--- config.mk ---
export PLATFORM = sky130hd
export DESIGN_NAME = fft_spectrum_buf
export DESIGN_NICKNAME = d
export VERILOG_FILES = /design/src/rtl/fft_spectrum_buf.sv
export SDC_FILE = /design/constraint.sdc
export NUM_CORES = 2
export LEC_CHECK = 0
export CAP_MARGIN = 20
export CORE_MARGIN = 3
export CORE_UTILIZATION = 40
export CTS_BUF_LIST = sky130_fd_sc_hd__clkbuf_4 sky130_fd_sc_hd__clkbuf_8
export DETAILED_ROUTE_END_ITERATION = 12
export DONT_BUFFER_PORTS = 1
export PLACE_DENSITY = 0.55
export SLEW_MARGIN = 40
export SYNTH_ARGS = -nofsm -noshare
export SYNTH_HDL_FRONTEND = slang
export SYNTH_SLANG_ARGS = --single-unit
--- constraint.sdc ---
create_clock -name clk -period 10.15 [get_ports clk]
set_input_delay 1.015 -clock clk [delete_from_list [all_inputs] [get_ports clk]]
set_output_delay 1.015 -clock clk [all_outputs]
set_load 0.005 [all_outputs]
--- src/rtl/fft_spectrum_buf.sv ---
// FFT spectrum post-processor: captures one frame of magnitude bins per fft_done edge,
// combines each bin with the previous frame (pass/average/peak) into a ping-pong store.
module fft_spectrum_buf #(
  parameter int unsigned RN        = 16,
  parameter int unsigned SIZE      = 32,
  parameter int unsigned LAT       = 2,
  parameter int unsigned AVG_SHIFT = 3,
  parameter int unsigned DEC_SHIFT = 5
) (
  input  logic                    clk,
  input  logic                    reset,
  input  logic                    fft_done,
  output logic                    fft_shift,
  input  logic [RN-1:0]           fft_data,
  input  logic [1:0]              mode,
  input  logic                    clr,
  input  logic [$clog2(SIZE)-1:0] rd_addr,
  output logic [RN-1:0]           rd_data,
  output logic                    frame_tick,
  output logic                    busy
);

  localparam int unsigned AW = $clog2(SIZE);
  localparam logic [AW-1:0] LAST = AW'(SIZE - 1);
  localparam logic [1:0] MODE_PASS = 2'd0;
  localparam logic [1:0] MODE_AVG  = 2'd1;
  localparam logic [1:0] MODE_PEAK = 2'd2;

  typedef enum logic [1:0] {IDLE, SHIFT, DRAIN, SWAP} state_t;

  state_t          state, state_nxt;
  logic            done_q;
  logic            clr_pend;
  logic [1:0]      mode_q;
  logic            sel;
  logic [AW-1:0]   iss_cnt;
  logic [AW-1:0]   cap_cnt;
  logic [LAT-1:0]  vpipe;
  logic            cap_valid;
  logic            start;
  logic [RN-1:0]   bank0 [SIZE];
  logic [RN-1:0]   bank1 [SIZE];
  logic [RN-1:0]   old_v;
  logic [RN-1:0]   new_v;
  logic [RN-1:0]   dec_v;
  logic signed [RN:0] in_s, old_s, diff_s, avg_s;
  logic            rd_sel;

  assign cap_valid = vpipe[LAT-1];
  assign start     = (state == IDLE) && fft_done && !done_q;
  // During SWAP the readout already points at the bank about to become visible.
  assign rd_sel    = (state == SWAP) ? ~sel : sel;

  always_comb begin
    state_nxt = state;
    case (state)
      IDLE:  if (start) state_nxt = SHIFT;
      SHIFT: if (iss_cnt == LAST) state_nxt = DRAIN;
      DRAIN: if (cap_valid && (cap_cnt == LAST)) state_nxt = SWAP;
      SWAP:  state_nxt = IDLE;
      default: state_nxt = IDLE;
    endcase
  end

  // Bin combine: old value comes from the display bank at the capture address.
  always_comb begin
    old_v  = sel ? bank1[cap_cnt] : bank0[cap_cnt];
    in_s   = {1'b0, fft_data};
    old_s  = {1'b0, old_v};
    diff_s = in_s - old_s;
    avg_s  = old_s + (diff_s >>> AVG_SHIFT);
    dec_v  = old_v - (old_v >> DEC_SHIFT);
    case (mode_q)
      MODE_AVG:  new_v = avg_s[RN-1:0];
      MODE_PEAK: new_v = (fft_data > dec_v) ? fft_data : dec_v;
      default:   new_v = fft_data;
    endcase
  end

  always_ff @(posedge clk) begin
    if (reset) begin
      state      <= IDLE;
      done_q     <= 1'b0;
      clr_pend   <= 1'b0;
      mode_q     <= MODE_PASS;
      sel        <= 1'b0;
      iss_cnt    <= '0;
      cap_cnt    <= '0;
      vpipe      <= '0;
      fft_shift  <= 1'b0;
      frame_tick <= 1'b0;
      busy       <= 1'b0;
      rd_data    <= '0;
      for (int i = 0; i < int'(SIZE); i++) begin
        bank0[i] <= '0;
        bank1[i] <= '0;
      end
    end else begin
      state      <= state_nxt;
      done_q     <= fft_done;
      fft_shift  <= (state_nxt == SHIFT);
      frame_tick <= (state_nxt == SWAP);
      busy       <= (state_nxt != IDLE);
      vpipe      <= LAT'({vpipe, fft_shift});
      rd_data    <= rd_sel ? bank1[rd_addr] : bank0[rd_addr];

      if (start) begin
        mode_q   <= (clr_pend || clr) ? MODE_PASS : mode;
        clr_pend <= 1'b0;
        iss_cnt  <= '0;
        cap_cnt  <= '0;
      end else begin
        if (clr) clr_pend <= 1'b1;
        if (state == SHIFT) iss_cnt <= iss_cnt + AW'(1);
        if (cap_valid) cap_cnt <= cap_cnt + AW'(1);
      end

      if (cap_valid) begin
        if (sel) bank0[cap_cnt] <= new_v;
        else     bank1[cap_cnt] <= new_v;
      end

      if (state == SWAP) sel <= ~sel;
    end
  end

endmodule
== Yosys cells after proc, flatten, opt, wreduce, memory -nomap -nowiden ==
Memories as Yosys holds them, arrays and structs flattened. A register that Yosys moved wholly into a read port is not among the register bits.
Cells that the tools add are included.
Cells by class
  add/subtract/negate cells: 5
  multipliers: 0
  div/mod/pow operators: 0
  $lt $le $gt $ge: 1
  equal/unequal tests: 9
  shifts and indexed selects: 0
  multiplexer cells: 30
  bitwise operators: 1
  reduce and logical (&&, ||, !) cells: 10
Operators by type and width (number)
  $mux 16: 5
  $pmux 16 s2: 1
  $reduce_or 16->1: 2
  $mux 5: 6
  $sub 16x16->17: 1
  $add 16x14->16: 1
  $gt 16x16->1: 1
  $sub 16x11->16: 1
  $mux 1: 13
  $add 5x1->5 const B: 2
  $eq 5x5->1 const B: 2
  $eq 2x2->1 const B: 4
  $mux 2: 4
  $pmux 2 s4: 1
  $eq 2x1->1 const B: 3
  $logic_and 1x1->1: 3
  $logic_not 2->1: 1
  $reduce_bool 2->1: 1
  $reduce_or 2->1: 1
  $logic_not 1->1: 1
  $logic_or 1x1->1: 1
  $not 1->1: 1
Storage, ports and cells
  register bits after elaboration: 38
  bits in latches: 0
  memory bits (writable): 1024
  ROM bits: 0
  bits of input ports: 27
  output and inout port bits: 19
  word-level logic and storage cells: 70
  memories kept: 2
Memories
  bank0: words 32, width 16, rd ports 2, clocked after memory_dff 1, write ports 32, RTL line 41  | logic [RN-1:0] bank0 [SIZE];
  bank1: words 32, width 16, rd ports 2, clocked after memory_dff 1, write ports 32, RTL line 42  | logic [RN-1:0] bank1 [SIZE];

== Logic depth before layout (Yosys ltp) ==
  depth in word-level cells: 6
  depth in mapped cells: 32
  mapped depth without buffers: 24

== Worst setup path after synthesis ==
OpenSTA, ideal clock, no wires.
  path kind: flip-flop to flip-flop
  from: register (tool-made name)
  to: memory bank0[0][8], data pin
  setup time: 0.269 ns
  arrival time: 7.415 ns
  data required time: 9.881 ns
  slack: 2.466 ns
  cell stages (with the launch flop): 31
  path buffers: 8
  clock period less this slack: 7.684 ns
  cells stage by stage: dfxtp_1 > buf_6 > buf_12 > buf_6 > buf_6 > buf_6 > clkbuf_1 > mux4_2 > mux4_2 > mux4_2 > ha_1 > fa_1 > nor2b_1 > o21ai_0 > a21boi_0 > o2111ai_1 > a21oi_1 > nor3_1 > a21oi_1 > nor2_1 > ha_1 > nor2_1 > a21oi_1 > a31oi_1 > a31o_2 > o21ai_0 > clkbuf_1 > o32a_1 > a2bb2oi_1 > clkbuf_1 > nor2_1
RTL lines (RTL line)
  end: declaration: 41

==> impl_metrics.tcl <==
set metrics [dict create \
    globalRoute.totalOverflow 0 \
    worst-endpoint-required_ps 10780 \
    floorplan.die.width_um 385 \
    p_leak_nw 21.4 \
    h-tree-depth 4 \
    num-nets-final 3954 \
    grt_pass1_vias 37280 \
    synth_warnings 0 \
    layout_min_cycle_time_ps 8740 \
    tritoncts.num_buffers 184 \
    switching_share_pct 26.1 \
    area_share_of_and_or_nand_nor_cells_after_synthesis_pct 9.55 \
    num_vias 37854 \
    drt_iter0_markers 5083 \
    max-cap-violations 0 \
    crit_path_max_incr_delay_ps 680 \
    synthAdderAreaFrac_pct 1.51 \
    seq_power_share_pct 49.7 \
    nFillCells 12494 \
    placementRows 138 \
    crit_path_arrival_time_ps 9370 \
    drt-total-wl_um 205000 \
    pwr-share-clk_pct 39.0 \
    setup_viol_count_final 0 \
    drv_slew 0 \
    synthToLayoutAreaGrowth_pct 10.9 \
    netlist_area_mm2 0.0575 \
    cts_sinks 1067 \
    drt_pass1_iterations 6 \
    min-delay-path-class "in -> reg" \
    fin_util_pct 44.8 \
    detail_route.drc_violations 0 \
    net-switching-power_mw 2.64 \
    layoutNonFillerInstCount 5905 \
    cp_slowest_cell "sky130_fd_sc_hd__buf_4" \
    ff2ff_setup_slack_ps 1410 \
    register_area_share_after_synthesis_pct 55.0 \
    finalWeightedCongestion 0.894 \
    dpl-instance-area_mm2 0.0599 \
    report.power.total_mw 10.1 \
    asyncSetResetFlopFracSynth_pct 0 \
    clk_pin_slew_worst_paths_ps 60 \
    multi_input_area_mm2 0.0242 \
    track_usage_pct 27.7 \
    maximum_number_of_pins_on_one_net_before_global_route_repair 257 \
    end_of_the_worst_hold_path "vpipe[0]" \
    r2r.worst_path.cells 25 \
    hold_start "reset" \
    ctsLongestPathBuffers 3 \
    status "completed" \
    post_synth_xor_xnor_area_pct 0.564 \
    full_die_area_mm2 0.148 \
    critPathKind "reg -> reg" \
    tritoncts_clock_tree "built" \
    unrepaired_setup_endpoints_after_global_routing "false" \
    power.ir.vdd_worst_v 0.000121 \
    synth-edff-count 1024 \
    finalHoldViolCount 0 \
    crit_fanout 64 \
    synth.area.mux_share_pct 25.6 \
    yosys_most_used_dff "sky130_fd_sc_hd__edfxtp_1" \
    cellInternalPower_mw 7.49 \
    worst_hold_slack_ps 162 \
    die_height_um 385 \
    postSynthRegisterBits 1067 \
    layout.area.seq_mm2 0.0316 \
    power_density_mw_per_mm2 159 \
    worstSkewPairLatency_ps 940 \
    io_buffer_count 0 \
    timing.critical_path.from_type "register" \
    synthesis.area_per_instance_um2 15.0 \
    dp.cells 5558 \
    synth_compound_area_share_pct 4.46 \
    io_pins 46 \
    detailed_place_hpwl_um 127000 \
    final_cell_area_mm2 0.0637 \
    mostFrequentLayoutCells "sky130_fd_sc_hd__edfxtp_1 (1024), sky130_fd_sc_hd__nor2_1 (823), sky130_fd_sc_hd__mux4_2 (614)" \
    slew_headroom_pct 13.0 \
    final_layout_size_suffix_gt1_share_pct 30.8 \
    dr_wl_cell_um 34.8 \
    dpl_worst_slack_ps 1200 \
    detail-route-antenna-nets 0 \
    fin_ws_ps 1410 \
    cts_setup_buffers 0 \
    worst_setup_path_end_kind "register" \
    number_of_antenna_violations_at_the_first_check_in_global_routing 12 \
    regToRegEndpoint "bank0[15][15]" \
    ctsResizeCount 0 \
    cts_hold_bufs 0 \
    grt_first_pass_wirelength_um 288000 \
    core_area_mm2 0.142 \
    routed_via_density 6.41 \
    final_min_period_over_clock_period_pct 86.1 \
    clk_root_buffer_cell "sky130_fd_sc_hd__clkbuf_8" \
    fin_skew_ps 54.7 \
    synth_top_family_by_area "multiplexers" \
    maximum_frequency_from_static_timing_analysis_ghz 0.114 \
    p_comb_share_pct 11.2 \
    yosys.cell_types.count 89 \
    synth_nets 3937 \
    initial_core_util_pct 40.4 \
    synth_cells 3842 \
    hold-path-cell-count 1 \
    worst-slew-pin-transition_ps 1300 \
    totalNegativeSetupSlack_ps 0 \
    layout.cells.most_common "sky130_fd_sc_hd__edfxtp_1" \
]
-- worst max path at each step --
stage	end	slack [ps]	cells past startpoint
2_1_floorplan	bank0[0][8]	2470	30
6_report	bank0[15][15]	1410	25
3_3_place_gp	bank1[26][15]	1220	24
4_1_cts	bank1[26][15]	1140	24
3_5_place_dp	bank1[26][15]	1200	24
5_1_grt	bank1[0][15]	1000	25
-- synthesized netlist by cell type (4+ instances only) --
library cell,number,area share (%)
sky130_fd_sc_hd__nor3_1,18,0.16
sky130_fd_sc_hd__nor2_4,60,1.2
sky130_fd_sc_hd__nand2b_1,73,0.79
sky130_fd_sc_hd__and2_1,8,0.087
sky130_fd_sc_hd__a221oi_1,6,0.091
sky130_fd_sc_hd__ha_1,66,1.4
sky130_fd_sc_hd__mux4_1,19,0.87
sky130_fd_sc_hd__a31oi_1,8,0.087
sky130_fd_sc_hd__nand3_1,12,0.10
sky130_fd_sc_hd__a21boi_0,5,0.065
sky130_fd_sc_hd__a311oi_1,7,0.11
sky130_fd_sc_hd__buf_2,43,0.37
sky130_fd_sc_hd__and3_1,12,0.13
sky130_fd_sc_hd__mux2i_1,33,0.57
sky130_fd_sc_hd__o2bb2ai_1,4,0.061
sky130_fd_sc_hd__o22ai_1,13,0.14
sky130_fd_sc_hd__o21a_1,6,0.078
sky130_fd_sc_hd__or3_1,4,0.044
sky130_fd_sc_hd__inv_1,34,0.22
sky130_fd_sc_hd__edfxtp_1,1024,54
sky130_fd_sc_hd__nor2b_1,37,0.40
sky130_fd_sc_hd__nor2_1,824,5.4
sky130_fd_sc_hd__a21oi_1,160,1.4
sky130_fd_sc_hd__clkbuf_1,243,1.6
sky130_fd_sc_hd__nand2_1,112,0.73
sky130_fd_sc_hd__dfxtp_1,43,1.5
sky130_fd_sc_hd__buf_6,13,0.25
sky130_fd_sc_hd__buf_4,12,0.16
sky130_fd_sc_hd__a22oi_1,18,0.24
sky130_fd_sc_hd__mux4_2,614,24
sky130_fd_sc_hd__o21ai_0,23,0.20
sky130_fd_sc_hd__a21o_1,15,0.20
sky130_fd_sc_hd__buf_1,50,0.33
sky130_fd_sc_hd__mux2_2,7,0.14
sky130_fd_sc_hd__o21bai_1,7,0.091
sky130_fd_sc_hd__a211oi_1,75,0.98
sky130_fd_sc_hd__buf_12,8,0.28
sky130_fd_sc_hd__xor2_1,17,0.26
sky130_fd_sc_hd__nand4_1,13,0.14
sky130_fd_sc_hd__xnor2_1,20,0.30
-- state kept, by name, summed over array words and instances, names as in the netlist, named ones only --
| signal | flops |
|---|---|
| fft_shift | 1 |
| vpipe | 2 |
| state | 2 |
| clr_pend | 1 |
| mode_q | 2 |
| bank0 | 512 |
| cap_cnt | 5 |
| bank1 | 512 |
| frame_tick | 1 |
| sel | 1 |
| done_q | 1 |
| busy | 1 |
| iss_cnt | 5 |
| rd_data | 16 |
-- worst max-delay path: cells and delay by family (launching register included) --
family / cells / cell delay (ps)
AO/OA/AOI/OAI: 9 / 2330
XOR/XNOR: 1 / 250
adder cells (fa/ha/maj): 2 / 530
buffers and inverters: 5 / 1880
flip-flops: 1 / 530
multiplexers: 3 / 1770
AND/OR/NAND/NOR: 5 / 980
-- layout make-up --
| type | instances | area share [%] |
|---|---|---|
| Tap cell | 1890 | 3.71 |
| Clock buffer | 260 | 4.93 |
| Multi-Input combinational cell | 2367 | 38.0 |
| Antenna cell | 6 | 0.0236 |
| Clock inverter | 76 | 0.733 |
| Timing Repair Buffer | 202 | 2.77 |
| Inverter | 37 | 0.226 |
| Sequential cell | 1067 | 49.6 |
-- power groups by stage --
| stage | clock network (mW) | registers, mW | logic, mW |
|---|---|---|---|
| floorplan | 0 | 5.10 | 0.759 |
| detailed placement | 0 | 5.13 | 1.08 |
| global route | 4.21 | 5.05 | 1.18 |
| CTS | 4.02 | 5.04 | 1.08 |
| finish | 3.95 | 5.04 | 1.14 |
| global placement | 0 | 5.12 | 1.08 |
-- kinds of logic (layout without fill, tap and decap cells) --
| logic type | after synthesis | after routing |
|---|---|---|
| other | 0 | 6 |
| buffers and inverters | 408 | 575 |
| AO/OA/AOI/OAI | 390 | 390 |
| AND/OR/NAND/NOR | 1199 | 1199 |
| XOR/XNOR | 37 | 37 |
| flip-flops | 1067 | 1067 |
| multiplexers | 673 | 673 |
| adder cells (fa/ha/maj) | 68 | 68 |
-- routing by layer --
metal	vias up	routed length, um	global-route usage, %
li1	15149	-	-
met1	20061	78700	37.6
met2	2257	95600	43.0
met3	383	21400	6.38
met4	4	9460	11.9
met5	-	28	0
Power figures use the tool's default switching activity.
